File: src/rtl/muldiv_pkg.sv
// rtl/muldiv_pkg.sv - shared constants and state encoding for the RV32M multiply/divide unit
package muldiv_pkg;

    localparam logic [2:0] MUL    = 3'b000;
    localparam logic [2:0] MULH   = 3'b001;
    localparam logic [2:0] MULHSU = 3'b010;
    localparam logic [2:0] MULHU  = 3'b011;
    localparam logic [2:0] DIV    = 3'b100;
    localparam logic [2:0] DIVU   = 3'b101;
    localparam logic [2:0] REM    = 3'b110;
    localparam logic [2:0] REMU   = 3'b111;

    localparam int ITERATIONS = 32;

    localparam logic [31:0] DIV0_QUOT = 32'hFFFF_FFFF;
    localparam logic [31:0] INT_MIN   = 32'h8000_0000;

    typedef enum logic [1:0] {
        IDLE = 2'd0,
        CALC = 2'd1,
        DONE = 2'd2
    } state_t;

    function automatic logic is_div_op(input logic [2:0] f3);
        return f3[2];
    endfunction

endpackage

File: src/rtl/muldiv_iter.sv
// rtl/muldiv_iter.sv - shared 64-bit accumulator doing one shift-add or restoring-subtract step per cycle
module muldiv_iter
    import muldiv_pkg::*;
(
    input  logic        clock,
    input  logic        reset,
    input  logic        load,
    input  logic        enable,
    input  logic        is_div,
    input  logic [31:0] a_mag,
    input  logic [31:0] b_mag,
    output logic [63:0] acc_next,
    output logic        last
);

    logic [63:0] acc;
    logic [31:0] opnd;
    logic [4:0]  count;
    logic        div_q;
    logic [32:0] sum;
    logic [32:0] trial;

    // Multiply: low half holds the multiplier, shifted out LSB-first.
    // Divide: low half holds the dividend, quotient bits shift in from the right.
    always_comb begin
        sum   = {1'b0, acc[63:32]} + (acc[0] ? {1'b0, opnd} : 33'd0);
        trial = acc[63:31] - {1'b0, opnd};
        if (div_q) begin
            if (!trial[32]) acc_next = {trial[31:0], acc[30:0], 1'b1};
            else            acc_next = {acc[62:0], 1'b0};
        end else begin
            acc_next = {sum, acc[31:1]};
        end
    end

    assign last = (count == 5'(ITERATIONS - 1));

    always_ff @(posedge clock) begin
        if (reset) begin
            acc   <= '0;
            opnd  <= '0;
            count <= '0;
            div_q <= 1'b0;
        end else if (load) begin
            div_q <= is_div;
            acc   <= {32'd0, is_div ? a_mag : b_mag};
            opnd  <= is_div ? b_mag : a_mag;
            count <= '0;
        end else if (enable) begin
            acc   <= acc_next;
            count <= count + 5'd1;
        end
    end

endmodule

File: src/rtl/muldiv_unit.sv
// rtl/muldiv_unit.sv - multi-cycle RV32M multiply/divide unit with fast path for divide corner cases
module muldiv_unit
    import muldiv_pkg::*;
#(
    parameter int XLEN = 32
) (
    input  logic            clock,
    input  logic            reset,
    input  logic            start,
    input  logic [2:0]      funct3,
    input  logic [XLEN-1:0] data_rs1,
    input  logic [XLEN-1:0] data_rs2,
    input  logic [4:0]      addr_rd_in,
    output logic            busy,
    output logic            done,
    output logic [XLEN-1:0] result,
    output logic [4:0]      addr_rd_out
);

    state_t      state_q, state_d;
    logic [2:0]  funct3_q;
    logic        neg_q;
    logic [4:0]  rd_q;
    logic        load, enable, last;
    logic [63:0] acc_next;

    logic        a_neg, b_neg, neg_start;
    logic [31:0] a_mag, b_mag;
    logic        div_zero, overflow, fast;
    logic [31:0] fast_result;
    logic [63:0] prod;
    logic [31:0] div_sel, calc_result;

    // Operands are reduced to magnitudes; the sign is reapplied on the way out.
    always_comb begin
        a_neg     = (funct3 inside {MUL, MULH, MULHSU, DIV, REM}) && data_rs1[31];
        b_neg     = (funct3 inside {MUL, MULH, DIV, REM}) && data_rs2[31];
        a_mag     = a_neg ? -data_rs1 : data_rs1;
        b_mag     = b_neg ? -data_rs2 : data_rs2;
        neg_start = (is_div_op(funct3) && funct3[1]) ? a_neg : (a_neg ^ b_neg);

        div_zero  = is_div_op(funct3) && (data_rs2 == '0);
        overflow  = (funct3 == DIV || funct3 == REM) && (data_rs1 == INT_MIN) && (data_rs2 == '1);
        fast      = div_zero || overflow;
        if (div_zero) fast_result = funct3[1] ? data_rs1 : DIV0_QUOT;
        else          fast_result = funct3[1] ? 32'd0 : INT_MIN;
    end

    always_comb begin
        prod    = neg_q ? -acc_next : acc_next;
        div_sel = funct3_q[1] ? acc_next[63:32] : acc_next[31:0];
        if (is_div_op(funct3_q))  calc_result = neg_q ? -div_sel : div_sel;
        else if (funct3_q == MUL) calc_result = prod[31:0];
        else                      calc_result = prod[63:32];
    end

    always_comb begin
        state_d = state_q;
        load    = 1'b0;
        enable  = 1'b0;
        case (state_q)
            IDLE: begin
                if (start) begin
                    load    = 1'b1;
                    state_d = fast ? DONE : CALC;
                end
            end
            CALC: begin
                enable = 1'b1;
                if (last) state_d = DONE;
            end
            DONE:    state_d = IDLE;
            default: state_d = IDLE;
        endcase
    end

    assign busy = (state_q != IDLE);
    assign done = (state_q == DONE);

    muldiv_iter u_iter (
        .clock    (clock),
        .reset    (reset),
        .load     (load),
        .enable   (enable),
        .is_div   (is_div_op(funct3)),
        .a_mag    (a_mag),
        .b_mag    (b_mag),
        .acc_next (acc_next),
        .last     (last)
    );

    always_ff @(posedge clock) begin
        if (reset) begin
            state_q     <= IDLE;
            funct3_q    <= '0;
            neg_q       <= 1'b0;
            rd_q        <= '0;
            result      <= '0;
            addr_rd_out <= '0;
        end else begin
            state_q <= state_d;
            if (load) begin
                funct3_q <= funct3;
                neg_q    <= neg_start;
                rd_q     <= addr_rd_in;
                if (fast) begin
                    result      <= fast_result;
                    addr_rd_out <= addr_rd_in;
                end
            end
            // result/rd only change when an operation completes
            if (state_q == CALC && last) begin
                result      <= calc_result;
                addr_rd_out <= rd_q;
            end
        end
    end

endmodule

File: config.mk
export PLATFORM = sky130hd
export DESIGN_NAME = muldiv_unit
export DESIGN_NICKNAME = d
export VERILOG_FILES = /design/src/rtl/muldiv_pkg.sv /design/src/rtl/muldiv_iter.sv /design/src/rtl/muldiv_unit.sv
export SDC_FILE = /design/constraint.sdc
export NUM_CORES = 1
export LEC_CHECK = 0
export CORE_MARGIN = 2
export CORE_UTILIZATION = 50
export DETAILED_ROUTE_END_ITERATION = 8
export PLACE_DENSITY = 0.69
export SYNTH_ARGS = -nofsm -noshare
export SYNTH_HDL_FRONTEND = slang
export SYNTH_SLANG_ARGS = --single-unit
File: constraint.sdc
create_clock -name clock -period 5.9 [get_ports clock]
set_input_delay 0.59 -clock clock [delete_from_list [all_inputs] [get_ports clock]]
set_output_delay 0.59 -clock clock [all_outputs]
set_load 0.02 [all_outputs]
==> impl_metrics.env, run 1 <==
export IMPL_clockRootBuffer="clkbuf_16"
export IMPL_synth_cell_types=107
export IMPL_synth_most_common_cell="nand2_1"
export IMPL_ys_ff_latch=149
export IMPL_dr_pass1_iters=6
export IMPL_overflow=0
export IMPL_holdWs_ns=0.4539
export IMPL_grt_pass1_wl_mm=123.8
export IMPL_cts_tree="done"
export IMPL_synthToLayoutAreaGrowth_pct=12.78
export IMPL_routedWlPerCell_um=27.22
export IMPL_rsz0062_at_grt="no"
export IMPL_max_stage_delay_ns=0.45
export IMPL_synth_top_area_share_pct=16.88
export IMPL_netlist_area_mm2=0.01767
export IMPL_gp_congestion=1.083
export IMPL_layout_drive_gt1_share_pct=8.125
export IMPL_pre_cts_slack_ns=0.1403
export IMPL_worstPathMaxFanout=10
export IMPL_fin_nets=2769
export IMPL_worstSkewPairLatency_ns=0.47
export IMPL_skew_ns=0.01385
export IMPL_cts_buffers=17
export IMPL_htreeDepth=4
export IMPL_seqPwrFrac_pct=27.1
export IMPL_placed_area_mm2=0.01931
export IMPL_place_inst=3057
export IMPL_layout_setup_ws_ns=0.1683
export IMPL_grt_pass1_vias=19700
export IMPL_start_util_pct=50.92
export IMPL_routed_wirelength_mm=84.22
export IMPL_required_ns=6.29
export IMPL_async_flop_share_pct=0
export IMPL_synthesis_nets=2737
export IMPL_die_area_mm2=0.03687
export IMPL_core_area_mm2=0.03471
export IMPL_maxCapViolCount=0
export IMPL_crit_type="reg -> reg"
export IMPL_synthCells=2589
export IMPL_crit_path_end_kind="flop"
export IMPL_p_sw_mw=1.970
export IMPL_timing_setup_tns_ns=0
export IMPL_swShare_pct=46.51
export IMPL_max_slew_margin_pct=18.57
export IMPL_antenna_found_initial=4
export IMPL_critPathArrivalTime_ns=6.12
export IMPL_die_h_um=192.0
export IMPL_hp_class="reg -> reg"
export IMPL_hold_violations=0
export IMPL_port_buffers=113
export IMPL_placement_rows=68
export IMPL_hpwl_mm=65.60
export IMPL_clockPowerShare_pct=26.8
export IMPL_postRouteAntennaNets=0
export IMPL_slew_viol_final=0
export IMPL_synth_commonest_cells="nand2_1 (344), nor2_1 (306), a21oi_1 (232), o21ai_0 (165), dfxtp_1 (149)"
export IMPL_max_freq_mhz=174.5
export IMPL_clockBufferDepth=2
export IMPL_clkSlewWorstSetupHoldPaths_ns=0.08
export IMPL_ys_seq_area_share_pct=16.88
export IMPL_finalSetupViolations=0
export IMPL_drt_initial_drc_count=3241
export IMPL_globalRouteTotalUtil_pct=44.98
export IMPL_slowest_stage="o211ai_1"
export IMPL_status="finished, final reports clean"
export IMPL_viasPerCell=7.005
export IMPL_ios=114
export IMPL_drc=0
export IMPL_p_comb_share_pct=46.1
export IMPL_fin_crit_ns=5.732
export IMPL_power_mw=4.235
export IMPL_synth_ff_type="dfxtp_1"
export IMPL_p_leak_nw=7.279
export IMPL_num_vias=21680
export IMPL_p_int_mw=2.265
export IMPL_synth_edff_count=0
export IMPL_start_kind="flop"
export IMPL_grt_max_degree=92
export IMPL_postLayoutCellArea_mm2=0.01993
export IMPL_power_density_mw_per_mm2=212.5
export IMPL_ys_warnings_count=0
export IMPL_die_w_um=192.0
export IMPL_post_route_period_util_pct=97.15
export IMPL_postLayoutCoreUtil_pct=57.43
export IMPL_syn_avg_cell_area_um2=6.827
export IMPL_worst_pin_slew_ns=1.210
export IMPL_stdcell_count=3094
export IMPL_crit_chain="inv_1 > ha_1 > fa_1 > nor2b_1 > o2111ai_2 > a21oi_2 > o211ai_4 > nand4_1 > o211a_4 > ha_1 > o21a_1 > and2_1 > nand3_1 > nor2_1 > nand4_1 > buf_4 > o41ai_1 > xnor2_1 > o211ai_1 > a21oi_1 > o31a_1 > a31o_2 > o21ai_0"
export IMPL_peakVddDrop_mv=0.2185
export IMPL_yosys_top_cells_area="dfxtp_1 (17%), nand2_1 (7.3%), a21oi_1 (6.6%), nor2_1 (6.5%), ha_1 (5.0%)"
export IMPL_clock_sinks=149
export IMPL_synth_area_leader_cell="dfxtp_1"
export IMPL_post_cts_buffers=0
repair_timing:
item	CTS	global route
endpoints found under the setup margin	0	14
hold buffers	0	0
resized for setup	0	7
worst paths after layout:
check,startpoint,endpoint,slack [ns],depth (start not counted)
setup reg to reg,u_iter.acc[31]$_SDFFE_PP0P_,result[30]$_SDFFE_PP0P_,0.17,23
hold reg to reg,u_iter.opnd[20]$_SDFFE_PP0P_,u_iter.opnd[20]$_SDFFE_PP0P_,0.45,2
setup / recovery,u_iter.acc[31]$_SDFFE_PP0P_,result[30]$_SDFFE_PP0P_,0.17,23
hold / removal,u_iter.opnd[20]$_SDFFE_PP0P_,u_iter.opnd[20]$_SDFFE_PP0P_,0.45,2
final cells by class:
class / count / area [µm²]
sequential: 149 / 2989
tap: 455 / 569.3
fill: 3352 / 14780
antenna: 5 / 12.51
timing repair buffer: 192 / 1742
clock inverter: 14 / 132.6
multi-input combinational: 2175 / 13730
clock buffer: 18 / 439.2
inverter: 86 / 322.8
registers in the layout (all words and copies together), names as in the netlist:
register,count
addr_rd_out,5
u_iter.opnd,32
rd_q,5
u_iter.count,5
u_iter.div_q,1
result,32
u_iter.acc,64
funct3_q,2
neg_q,1
state_q,2
per-layer routing:
metal / global-route usage, % / routed length (µm) / up-vias
li1: - / - / 9626
met1: 58.07 / 32460 / 10240
met2: 69.63 / 36520 / 1495
met3: 10.93 / 10200 / 309
met5: 0 / 117 / -
met4: 22.84 / 4921 / 6
critical path: cells and delay by family, from the launching register on:
family | cells | cell delay [ns]
XOR/XNOR | 1 | 0.12
AND/OR/NAND/NOR | 6 | 1.38
AO/OA/AOI/OAI | 11 | 2.52
buffers and inverters | 2 | 0.39
adder cells (fa/ha/maj) | 3 | 0.86
flip-flops | 1 | 0.40
power by group through the flow:
stage                     combinational (mW)  clock (mW)  sequential (mW)
after floorplan                         1.22           0             1.12
after global placement                  1.84           0             1.16
after detailed placement                1.84           0             1.16
after CTS                               1.86        1.13             1.14
after global routing                    2.05        1.17             1.15
final                                   1.95        1.14             1.15
placed cells by master (no fill, tap or decap), drive strengths merged, types with 14 or more instances in the layout:
| cell | instances |
|---|---|
| nand2 | 346 |
| nor2 | 308 |
| a21oi | 235 |
| o21ai | 172 |
| dfxtp | 149 |
| clkdlybuf4s50 | 111 |
| inv | 94 |
| xnor2 | 93 |
| buf | 81 |
| o211ai | 80 |
| ha | 71 |
| xor2 | 65 |
| nor3 | 64 |
| a211oi | 58 |
| mux2i | 54 |
| nand3 | 52 |
| nand4 | 49 |
| o31ai | 38 |
| a31oi | 36 |
| nor4 | 33 |
| or3 | 26 |
| o21a | 25 |
| a21o | 20 |
| and3 | 20 |
| mux2 | 18 |
| a311oi | 18 |
| nor2b | 18 |
| clkbuf | 18 |
| nand2b | 16 |
| or2 | 15 |
| and2 | 14 |
logic make-up (layout without fill, tap and decap cells):
group / count (synthesis) / count (layout) / share of synthesized area (%)
compound gates: 857 / 857 / 32.44
xor+xnor: 158 / 158 / 7.830
fa+ha+maj: 73 / 73 / 5.253
buf+inv: 265 / 310 / 5.819
flops: 149 / 149 / 16.88
mux: 76 / 76 / 4.715
other cells: 0 / 5 / 0
simple gates: 1011 / 1011 / 27.06
(Power assumes the default switching activity.)
==> inputs of run 2 (changes only) <==
Settings changed: CORE_ASPECT_RATIO from default to 0.5, CORE_MARGIN 2 to default, PLACE_DENSITY 0.69 to default, PLACE_DENSITY_LB_ADDON from default to 0.08.
==> impl_metrics.env, run 2 (synthesized netlist as in run 1, its figures left out) <==
export IMPL_skew_ns=0.01757
export IMPL_gp_congestion=1.097
export IMPL_grt_pass1_vias=18500
export IMPL_clockRootBuffer="clkbuf_16"
export IMPL_max_freq_mhz=176.6
export IMPL_layout_commonest_cell="nand2_1"
export IMPL_slew_viol_final=0
export IMPL_placement_rows=48
export IMPL_pre_cts_slack_ns=0.4002
export IMPL_cts_tree="done"
export IMPL_overflow=0
export IMPL_p_leak_nw=7.326
export IMPL_status="complete, but fails checks"
export IMPL_timing_setup_tns_ns=0
export IMPL_slowest_stage="nor4_1"
export IMPL_grt_max_degree=83
export IMPL_worstSkewPairLatency_ns=0.47
export IMPL_layout_drive_gt1_share_pct=8.428
export IMPL_routedWlPerCell_um=26.73
export IMPL_hold_depth=2
export IMPL_violations="design-rule violations"
export IMPL_port_buffers=113
export IMPL_placed_area_mm2=0.01940
export IMPL_postRouteAntennaNets=0
export IMPL_drt_initial_drc_count=3034
export IMPL_clkSlewWorstSetupHoldPaths_ns=0.07
export IMPL_hpwl_mm=64.65
export IMPL_core_area_mm2=0.03465
export IMPL_postLayoutCellArea_mm2=0.02002
export IMPL_required_ns=6.26
export IMPL_fillers=3392
export IMPL_die_area_mm2=0.03615
export IMPL_hold_violations=0
export IMPL_routed_wirelength_mm=83.47
export IMPL_clock_sinks=149
export IMPL_start_kind="flop"
export IMPL_dr_pass1_iters=9
export IMPL_crit_path_end_kind="flop"
export IMPL_finalSetupViolations=0
export IMPL_route_met2_wl_mm=29.86
export IMPL_worst_r2r_setup_slack_ns=0.24
export IMPL_clockBufferDepth=2
export IMPL_largest_reg_flops=64
export IMPL_globalRouteTotalUtil_pct=45.30
export IMPL_hp_class="reg -> reg"
export IMPL_max_slew_margin_pct=19.31
export IMPL_synthToLayoutAreaGrowth_pct=13.25
export IMPL_top_layer="met4"
export IMPL_top_regs="u_iter.acc (64), result (32), u_iter.opnd (32)"
export IMPL_wl_met3_mm=15.28
export IMPL_num_vias=21270
export IMPL_max_stage_delay_ns=0.62
export IMPL_drc=5
export IMPL_die_h_um=134.9
export IMPL_final_cell_mix="nand2_1 (343), nor2_1 (306), a21oi_1 (231), o21ai_0 (165), dfxtp_1 (145)"
export IMPL_crit_chain="inv_1 > buf_4 > nor2_1 > ha_1 > a21oi_1 > o21ai_0 > nor4_1 > a211oi_1 > xor2_1 > o221ai_1 > or2_2 > nand3_1 > or2_2 > o41ai_1 > xor2_1 > a21oi_1 > o221a_2"
export IMPL_post_route_period_util_pct=95.98
export IMPL_fin_crit_ns=5.663
export IMPL_grt_pass1_wl_mm=120.8
export IMPL_peakVddDrop_mv=0.1904
export IMPL_worstPathMaxFanout=26
export IMPL_viasPerCell=6.810
export IMPL_regMostFlops="u_iter.acc"
export IMPL_maxCapViolCount=0
export IMPL_worst_pin_slew_ns=1.206
export IMPL_multi_input_comb_area_mm2=0.01371
export IMPL_ios=114
export IMPL_crit_type="reg -> reg"
export IMPL_postLayoutCoreUtil_pct=57.76
export IMPL_cts_hold_buffers_added=0
export IMPL_start_util_pct=51.00
export IMPL_layout_setup_ws_ns=0.2369
export IMPL_wl_met1_mm=36.06
export IMPL_critPathArrivalTime_ns=6.02
export IMPL_seqCellArea_mm2=0.002990
export IMPL_die_w_um=267.9
export IMPL_cts_buffers=17
export IMPL_antenna_found_initial=2
export IMPL_fin_nets=2781
export IMPL_htreeDepth=4
export IMPL_power_density_mw_per_mm2=212.3
export IMPL_worstRegToRegCells=17
-- run 2: layer usage --
metal	track usage (%)	vias up
met2	56.22	1531
met4	12.35	0
li1	-	9620
met5	0	-
met1	65.28	9958
met3	23.83	159
-- run 2: where the power goes --
group | switching (mW) | leakage [nW] | total [mW] | internal, mW
clock network | 0.566 | 0.284 | 1.17 | 0.604
registers | 0.102 | 1.22 | 1.16 | 1.06
logic | 1.29 | 5.82 | 1.92 | 0.635
-- run 2: repair_timing --
| action | in CTS | in global routing |
|---|---|---|
| gates resized for setup | 0 | 4 |
| endpoints found under the setup margin | 0 | 9 |
| setup buffers | 0 | 0 |
-- run 2: layout make-up --
type | count | share of cell area, %
diodes | 2 | 0.02500
clock buffers | 18 | 2.144
clock inverters | 14 | 0.8064
inverters | 86 | 1.613
multi-input cells | 2175 | 68.48
flip-flops and latches | 149 | 14.94
well taps | 475 | 2.969
repair buffers | 204 | 9.026
-- run 2: critical path: cells and delay by family, from the launching register on --
kind            cells  cell delay, ns
compound gates      7            1.90
xor+xnor            2            0.54
fa+ha+maj           1            0.43
flops               1            0.36
simple gates        5            1.64
buf+inv             2            0.65
-- run 2: worst paths after layout --
check                          startpoint                           end
min          u_iter.opnd[20]$_SDFFE_PP0P_  u_iter.opnd[20]$_SDFFE_PP0P_
max reg2reg    u_iter.acc[0]$_SDFFE_PP0P_       result[25]$_SDFFE_PP0P_
min reg2reg  u_iter.opnd[20]$_SDFFE_PP0P_  u_iter.opnd[20]$_SDFFE_PP0P_
max            u_iter.acc[0]$_SDFFE_PP0P_       result[25]$_SDFFE_PP0P_
-- run 2: through the flow --
step / hold WS [ns] / std cells / total power, mW
after floorplan: 0.4319 / 2589 / 2.335
after global routing: 0.4736 / 3121 / 4.389
after CTS: 0.4536 / 3121 / 4.128
after global placement: 0.4379 / 3089 / 2.984
final: 0.4552 / 3123 / 4.250
after detailed placement: 0.4455 / 3089 / 2.969
